$ cat src/rtl/dff_bank_write_arbiter_if.sv
// Bus bundle between the write requesters and the shared-register arbiter.
//
// Parameters: N requesters, WIDTH data bits, PTR_W owner index bits.
// Signals:
//   req       N        level request per requester, held until ack
//   req_data  N*WIDTH  write data, requester i on bits [i*WIDTH +: WIDTH]
//   lock      N        burst lock per requester (only with DFF_ARB_LOCK_EN)
//   gnt       N        one-hot grant
//   ack       N        one-cycle commit pulse at the granted bit
//   q         WIDTH    shared register contents
//   q_valid   1        register written at least once since reset
//   q_owner   PTR_W    index of the last writer
// Modports: master = requester side, slave = arbiter side.
interface dff_bank_write_arbiter_if #(
    parameter int N     = 4,
    parameter int WIDTH = 8,
    parameter int PTR_W = $clog2(N)
);
    logic [N-1:0]       req;
    logic [N*WIDTH-1:0] req_data;
`ifdef DFF_ARB_LOCK_EN
    logic [N-1:0]       lock;
`endif
    logic [N-1:0]       gnt;
    logic [N-1:0]       ack;
    logic [WIDTH-1:0]   q;
    logic               q_valid;
    logic [PTR_W-1:0]   q_owner;

`ifdef DFF_ARB_LOCK_EN
    modport master (output req, req_data, lock,
                    input  gnt, ack, q, q_valid, q_owner);
    modport slave  (input  req, req_data, lock,
                    output gnt, ack, q, q_valid, q_owner);
`else
    modport master (output req, req_data,
                    input  gnt, ack, q, q_valid, q_owner);
    modport slave  (input  req, req_data,
                    output gnt, ack, q, q_valid, q_owner);
`endif
endinterface

$ cat src/rtl/dff_bank_write_arbiter.sv
// Round-robin write arbiter for a shared WIDTH-bit register. N requesters
// take turns loading the register, one write per grant, with a one-hot
// grant and a one-cycle ack on the commit cycle.
//
// Ports:
//   clk  clock, rising edge
//   rst  synchronous reset, active-high, highest priority
//   bus  dff_bank_write_arbiter_if.slave (req, req_data, [lock], gnt, ack,
//        q, q_valid, q_owner)
//
// Optional feature: define DFF_ARB_LOCK_EN to add the per-requester lock
// input. A granted requester holding lock and req in its commit cycle keeps
// the grant and writes again two cycles later without rr_ptr advancing.
//
// state | meaning
// IDLE  | no grant; arbitrate req from rr_ptr upward with wrap
// GRANT | gnt[sel] high; commit next edge if req[sel] still high, else drop
// WRITE | q/q_owner/ack updated for sel; release (or re-grant under lock)
module dff_bank_write_arbiter #(
    parameter int N     = 4,
    parameter int WIDTH = 8,
    parameter int PTR_W = $clog2(N)
) (
    input logic                     clk,
    input logic                     rst,
    dff_bank_write_arbiter_if.slave bus
);
    typedef enum logic [1:0] {
        IDLE  = 2'd0,
        GRANT = 2'd1,
        WRITE = 2'd2
    } state_t;

    state_t           state;
    logic [N-1:0]     gnt_r;
    logic [N-1:0]     ack_r;
    logic [WIDTH-1:0] q_r;
    logic             q_valid_r;
    logic [PTR_W-1:0] q_owner_r;
    logic [PTR_W-1:0] sel;
    logic [PTR_W-1:0] rr_ptr;

    logic             win_found;
    logic [PTR_W-1:0] win_idx;
    logic [PTR_W-1:0] scan_idx;
    logic [N-1:0]     win_onehot;
    logic [N-1:0]     sel_onehot;
    logic             sel_req;
    logic [WIDTH-1:0] sel_data;
    logic [PTR_W-1:0] sel_next;
    logic             burst_hold;

    // First set request at or after rr_ptr, wrapping past N-1 to 0.
    always_comb begin
        win_found = 1'b0;
        win_idx   = '0;
        scan_idx  = '0;
        for (int k = 0; k < N; k++) begin
            scan_idx = PTR_W'((int'(rr_ptr) + k) % N);
            if (!win_found && bus.req[scan_idx]) begin
                win_found = 1'b1;
                win_idx   = scan_idx;
            end
        end
    end

    always_comb begin
        sel_data = '0;
        for (int k = 0; k < N; k++) begin
            if (sel == PTR_W'(k)) begin
                sel_data = bus.req_data[k*WIDTH +: WIDTH];
            end
        end
    end

    assign sel_req    = bus.req[sel];
    assign win_onehot = N'(1) << win_idx;
    assign sel_onehot = N'(1) << sel;
    // Explicit wrap so non-power-of-two N never yields an index >= N.
    assign sel_next   = (sel == PTR_W'(N - 1)) ? '0 : sel + PTR_W'(1);

`ifdef DFF_ARB_LOCK_EN
    assign burst_hold = bus.lock[sel] & sel_req;
`else
    assign burst_hold = 1'b0;
`endif

    always_ff @(posedge clk) begin
        if (rst) begin
            state     <= IDLE;
            gnt_r     <= '0;
            ack_r     <= '0;
            q_r       <= '0;
            q_valid_r <= 1'b0;
            q_owner_r <= '0;
            sel       <= '0;
            rr_ptr    <= '0;
        end else begin
            ack_r <= '0;
            case (state)
                IDLE: begin
                    if (win_found) begin
                        gnt_r <= win_onehot;
                        sel   <= win_idx;
                        state <= GRANT;
                    end else begin
                        gnt_r <= '0;
                    end
                end
                GRANT: begin
                    // The commit is registered on entry to WRITE so that
                    // q/q_owner/ack are visible for the whole WRITE cycle.
                    if (sel_req) begin
                        q_r       <= sel_data;
                        q_valid_r <= 1'b1;
                        q_owner_r <= sel;
                        ack_r     <= sel_onehot;
                        state     <= WRITE;
                    end else begin
                        gnt_r <= '0;
                        state <= IDLE;
                    end
                end
                WRITE: begin
                    if (burst_hold) begin
                        state <= GRANT;
                    end else begin
                        rr_ptr <= sel_next;
                        gnt_r  <= '0;
                        state  <= IDLE;
                    end
                end
                default: begin
                    gnt_r <= '0;
                    state <= IDLE;
                end
            endcase
        end
    end

    assign bus.gnt     = gnt_r;
    assign bus.ack     = ack_r;
    assign bus.q       = q_r;
    assign bus.q_valid = q_valid_r;
    assign bus.q_owner = q_owner_r;
endmodule
$ cat src/flat_wrapper.sv
// flat-port wrapper written by rule: the top's interface ports become plain ports
module dff_bank_write_arbiter_flat 
#(
    parameter int N     = 4,
    parameter int WIDTH = 8,
    parameter int PTR_W = $clog2(N)
)
  (clk, rst, bus_req, bus_req_data, bus_gnt, bus_ack, bus_q, bus_q_valid, bus_q_owner);
  dff_bank_write_arbiter_if #(.N(N), .WIDTH(WIDTH), .PTR_W(PTR_W)) bus_i ();
  input logic clk;
  input logic rst;
  input wire logic [$bits(bus_i.req)-1:0] bus_req;
  input wire logic [$bits(bus_i.req_data)-1:0] bus_req_data;
  output wire logic [$bits(bus_i.gnt)-1:0] bus_gnt;
  output wire logic [$bits(bus_i.ack)-1:0] bus_ack;
  output wire logic [$bits(bus_i.q)-1:0] bus_q;
  output wire logic [$bits(bus_i.q_valid)-1:0] bus_q_valid;
  output wire logic [$bits(bus_i.q_owner)-1:0] bus_q_owner;
  assign bus_i.req = bus_req;
  assign bus_i.req_data = bus_req_data;
  assign bus_gnt = bus_i.gnt;
  assign bus_ack = bus_i.ack;
  assign bus_q = bus_i.q;
  assign bus_q_valid = bus_i.q_valid;
  assign bus_q_owner = bus_i.q_owner;
  dff_bank_write_arbiter #(.N(N), .WIDTH(WIDTH), .PTR_W(PTR_W)) u_core (.clk(clk), .rst(rst), .bus(bus_i));
endmodule
$ cat config.mk
export PLATFORM = sky130hd
export DESIGN_NAME = dff_bank_write_arbiter_flat
export DESIGN_NICKNAME = d
export VERILOG_FILES = /design/src/rtl/dff_bank_write_arbiter_if.sv /design/src/rtl/dff_bank_write_arbiter.sv /design/src/flat_wrapper.sv
export SDC_FILE = /design/constraint.sdc
export NUM_CORES = 1
export LEC_CHECK = 0
export BUFFER_PORTS_ARGS = -buffer_cell sky130_fd_sc_hd__buf_2
export CAP_MARGIN = 10
export CORE_ASPECT_RATIO = 0.8
export CORE_MARGIN = 2
export CORE_UTILIZATION = 35
export CTS_BUF_LIST = sky130_fd_sc_hd__clkbuf_2 sky130_fd_sc_hd__clkbuf_4 sky130_fd_sc_hd__clkbuf_8
export CTS_CLUSTER_DIAMETER = 40
export DETAILED_ROUTE_END_ITERATION = 7
export GPL_ROUTABILITY_DRIVEN = 0
export PLACE_DENSITY_LB_ADDON = 0.3
export SYNTH_ARGS = -nofsm -noshare
export SYNTH_HDL_FRONTEND = slang
export SYNTH_SLANG_ARGS = --single-unit
$ cat constraint.sdc
create_clock -name clk -period 3.1 [get_ports clk]
set_input_delay 0.31 -clock clk [delete_from_list [all_inputs] [get_ports clk]]
set_output_delay 0.31 -clock clk [all_outputs]
set_load 0.005 [all_outputs]
# Word-level counts from Yosys, hierarchy flattened
# Cells that the tools add are included.
dict set report classes {
  eq_ne 7
  order_cmp 5
  n_mux 29
  div 0
  add_sub_neg 4
  reduce_logical 11
  bitwise 2
  mul 0
  shift 2
}
# operator n
set ops {}
lappend ops {{$mux W8} 4}
lappend ops {{$lt A2 B3 Y1 const B} 5}
lappend ops {{$mux W2} 7}
lappend ops {{$bmux W1 S2} 5}
lappend ops {{$mux W1} 9}
lappend ops {{$mux W4} 2}
lappend ops {{$pmux W4 S2} 1}
lappend ops {{$shl A1 B2 Y4 const A} 2}
lappend ops {{$eq A2 B2 Y1 const B} 3}
lappend ops {{$add A2 B1 Y2 const B} 2}
lappend ops {{$add A2 B2 Y2 const B} 2}
lappend ops {{$eq A2 B1 Y1 const B} 2}
lappend ops {{$logic_not A2 Y1} 2}
lappend ops {{$pmux W2 S2} 1}
lappend ops {{$reduce_and A2 Y1} 2}
lappend ops {{$logic_and A1 B1 Y1} 3}
lappend ops {{$logic_not A1 Y1} 3}
lappend ops {{$reduce_or A3 Y1} 1}
lappend ops {{$ne A2 B1 Y1 const B} 1}
lappend ops {{$ne A2 B2 Y1 const B} 1}
lappend ops {{$not A1 Y1} 2}
dict set report totals {
  n_memories 0
  output_inout_bits 19
  latchBits 0
  register_bits 25
  romBits 0
  ramBits 0
}

# Logic depth before layout (Yosys ltp)
dict set report depth {
  ltp_word 15
  mapped_depth 9
  depth_no_buf 6
}

# Worst setup path after synthesis
# Ideal clock, no wire load.
dict set report synth_timing {
  path_type {reg2reg}
  start {register u_core.sel[0]}
  end {register u_core.q_r[6] (netlist: u_core.bus.q[6])}
  stages_incl_launch_ff 10
  t_arrival_ps 1674
  path_buffers 3
  path_slack_ps 1289
  setup_time_ps 137
  synth_period_minus_slack_ps 1811
  path_cell_list {dfxtp_1 > clkbuf_1 > inv_1 > ha_1 > clkbuf_1 > clkbuf_1 > a21oi_1 > o21ai_0 > a22oi_1 > a211oi_1}
}
dict set report synth_between {
  elab_chain_cells 5
  elab_cells_between_ends 11
  classes_between {eq/ne (3); mux (6); reduce/logical (2)}
}
# element line
set synth_rtl {}
lappend synth_rtl {{start, declared} dff_bank_write_arbiter.sv:40} ;# logic [PTR_W-1:0] sel;
lappend synth_rtl {{start signal, assigned} dff_bank_write_arbiter.sv:104} ;# sel <= win_idx;
lappend synth_rtl {{$logic_not A2 Y1} dff_bank_write_arbiter.sv:70} ;# if (sel == PTR_W'(k)) begin
lappend synth_rtl {{$mux W8 (4 in a row)} dff_bank_write_arbiter.sv:70}
lappend synth_rtl {{end signal, assigned} dff_bank_write_arbiter.sv:114} ;# q_r <= sel_data;
lappend synth_rtl {{end, declared} dff_bank_write_arbiter.sv:37} ;# logic [WIDTH-1:0] q_r;
# Several ways; a longest one is shown, not always the timed one. The select of a mux whose other input is x is not followed.
# A chain may end at the register's enable or synchronous reset.

# Final worst setup path
dict set report layout_timing {
  start {register u_core.sel[1]}
  end {register u_core.q_owner_r[0] (netlist: u_core.bus.q_owner[0])}
}
dict set report layout_between {
  elab_chain_cells 3
}
# element line
set layout_rtl {}
lappend layout_rtl {{$bmux W1 S2} dff_bank_write_arbiter.sv:76} ;# assign sel_req = bus.req[sel];
lappend layout_rtl {{$mux W1 (implied by the code)} dff_bank_write_arbiter.sv:76}
lappend layout_rtl {{$reduce_and A2 Y1 (no source line)} n/a}
lappend layout_rtl {{end signal, assigned} dff_bank_write_arbiter.sv:116} ;# q_owner_r <= sel;
lappend layout_rtl {{end, declared} dff_bank_write_arbiter.sv:39} ;# logic [PTR_W-1:0] q_owner_r;
# Every way passes these cells. The select of a mux whose other input is x is not followed.

==> qor.yml <==
floorplan:
  start_util_pct: 37.5
  core_area_um2: 3520
  io_pins: 57
  die_w_um: 72.7
  rows: 19
  die_y_um: 58.9
  fp.dieArea_um2: 4280
global_routing:
  grt_pass1_wl_um: 5000
  busiest_layer: "met2"
  grt_overflow: 0
  globalRouteMet2Util_pct: 24.4
  use_met1_pct: 18.8
  met3_usage_pct: 3.94
  grt_max_degree: 30
  gr-usage-all-layers_pct: 14.8
  antenna_found_initial: 0
  grt_pass1_vias: 1162
routing:
  avgViaCountPerCell: 5.22
  drt_first_pass_iters: 4
  num_vias: 1327
  final_antenna_net_count: 0
  routed_wl_um: 3140
  wl_per_cell_um: 12.4
  drcViolationCount: 0
  drt-initial-drc-count: 56
power_and_ir_drop:
  p_comb_share_pct: 22.9
  p_switching_uw: 211
  p_int_uw: 509
  p_leak_uw: 0.000750
  ir_drop_uv: 203
  pwr-share-clk_pct: 27.4
  power.density_nw_per_um2: 437
  switching_share_pct: 29.3
  seqPwrFrac_pct: 49.7
cts:
  worstSkewPairLatency_ns: 0.27
  hold_buffers: 0
  cts_root_buf: "clkbuf_8"
  cts_buffer_depth: 2
  cts_setup_buffers: 0
  post_cts_resize_count: 0
  h-tree-depth: 1
  clk_pin_slew_ns: 0.09
  cts-buffers-inserted: 3
  cts_tree: "done"
  cts_sinks: 25
sta:
  final_max_slew_viol_count: 0
  tns_ns: 0
  slew_headroom_pct: 41.4
  fmax_ghz: 0.491
  rsz0062_at_grt: "no"
  hold_viol: 0
  worst_pin_slew_ns: 0.879
  finClkSkew_ns: 0.00332
  period_minus_slack_ns: 2.04
  finalSetupViolCount: 0
  min_period_over_period_pct: 65.8
cells_and_area:
  design_area_um2: 1650
  layout-drive-gt1-share_pct: 31.6
  synthToLayoutAreaGrowth_pct: 24.7
  finalNetCount: 255
  diodes: 0
synthesis:
  synthTopCellsByCount: "dfxtp_1 (25), a21oi_1 (23), nor2_1 (20), clkbuf_1 (12), nand2_1 (12)"
  syn_area_per_cell_um2: 7.95
  synth-seq-cells: 25
  synthesis.nets: 208
  synthTopCellsByArea: "dfxtp_1 (38%), a21oi_1 (8.7%), nor2_1 (5.7%)"
  synth_cell_types: 29
  syn_inst: 166
  synth-edff-count: 0
  synth-main-ff-cell: "dfxtp_1"
  synth_seq_area_share_pct: 37.9
  syn-cell-area_um2: 1320
  async_flop_share_pct: 0
  netlist.area_leader.share_pct: 37.9
  yosys.area.top_type: "dfxtp_1"
  synth-warning-count: 0
  yosysMostFrequentCell: "dfxtp_1"
setup_path:
  r2r_cells: 4
  cpPeakStageDelay_ns: 0.72
  cp_max_fo: 22
  cp_slowest_cell: "o22ai_2"
  worst_setup_path_start_kind: "flip-flop"
  required_ns: 3.25
  critPathBufInv: 0
  end_kind: "flip-flop"
  critical_path_class: "reg -> reg"
  path_cells: "or3b_2, o22ai_2, mux2i_1, nor2_1"
  cp_top_family: "compound AO/OA/AOI/OAI gates"
  arrival_ns: 2.19
  cp_num_cells: 4
place:
  placed_area_um2: 1600
  io_buffers: 56
  hpwl_um: 2320
run_status:
  status: "completed"
hold_path:
  min_delay_path_depth: 3
  hp-class: "in -> reg"
job:
  cap_viol_max_count: 0
==> power by group through the flow <==
stage                     combinational [uW]  sequential (uW)  clock (uW)
final                                    165              358         197
after global placement                   163              365           0
after global routing                     184              362         216
after detailed placement                 165              365           0
after floorplan                          108              362           0
after CTS                                165              358         208
==> sequential cells by signal, summed over array words and instances (netlist names) <==
register and count:
u_core.bus.q 8, u_core.rr_ptr 2, u_core.bus.ack 4, u_core.sel 2, u_core.bus.gnt 4, u_core.bus.q_owner 2, u_core.state 2, u_core.bus.q_valid 1
==> final cells by class <==
class	instances	area, um2
Clock buffer	3	41.3
Clock inverter	1	7.51
Fill cell	365	1870
Inverter	11	41.3
Multi-Input combinational cell	116	723
Sequential cell	25	500
Tap cell	42	52.6
Timing Repair Buffer	56	280
==> metrics by stage <==
| step | utilization [%] | hold WS, ns | std cells | total power [uW] | setup WS (ns) |
|---|---|---|---|---|---|
| after floorplan | - | 0.445 | 166 | 470 | 1.29 |
| after global placement | 45.4 | 0.462 | 250 | 528 | 1.11 |
| after detailed placement | 45.4 | 0.457 | 250 | 530 | 1.07 |
| after CTS | 46.8 | 0.409 | 254 | 731 | 1.05 |
| after global routing | 46.8 | 0.444 | 254 | 761 | 0.839 |
| final | 46.8 | 0.421 | 254 | 720 | 1.06 |
==> worst paths after layout <==
kind                      startpoint                     to  slack [ns]
hold reg to reg   u_core.bus.q_valid     u_core.bus.q_valid        0.48
hold / removal      bus_req_data[29]        u_core.bus.q[5]        0.42
setup / recovery       u_core.sel[1]  u_core.bus.q_owner[0]        1.06
setup reg to reg       u_core.sel[1]  u_core.bus.q_owner[0]        1.06
==> routing by layer <==
metal,wire length (um),vias up
li1,-,679
met1,1490,615
met2,1510,29
met3,118,4
met4,29,0
met5,0,-
==> layout by cell type (no fill, tap or decap), types with 3 or more instances in the layout <==
| master | count |
|---|---|
| buf_2 | 56 |
| inv_1 | 11 |
| ha_1 | 4 |
| a21oi_1 | 23 |
| nand2_1 | 12 |
| nor2_1 | 20 |
| mux2i_1 | 5 |
| clkbuf_8 | 3 |
| o21ai_0 | 8 |
| dfxtp_1 | 25 |
| a22oi_1 | 8 |
| a211oi_1 | 8 |
| nand3b_1 | 5 |
==> worst min-delay path: cells and delay by family <==
family / cells / cell delay [ns]
compound gates: 2 / 0.25
buf+inv: 1 / 0.10
==> logic make-up (layout without fill, tap and decap cells) <==
family | Yosys count | after routing | share of synthesized area, %
AO/OA/AOI/OAI | 56 | 56 | 27.4
flip-flops | 25 | 25 | 37.9
multiplexers | 5 | 5 | 3.79
AND/OR/NAND/NOR | 51 | 51 | 19.8
buffers and inverters | 25 | 71 | 7.30
adder cells (fa/ha/maj) | 4 | 4 | 3.79
Note: power is estimated with default switching activity, not from simulation.
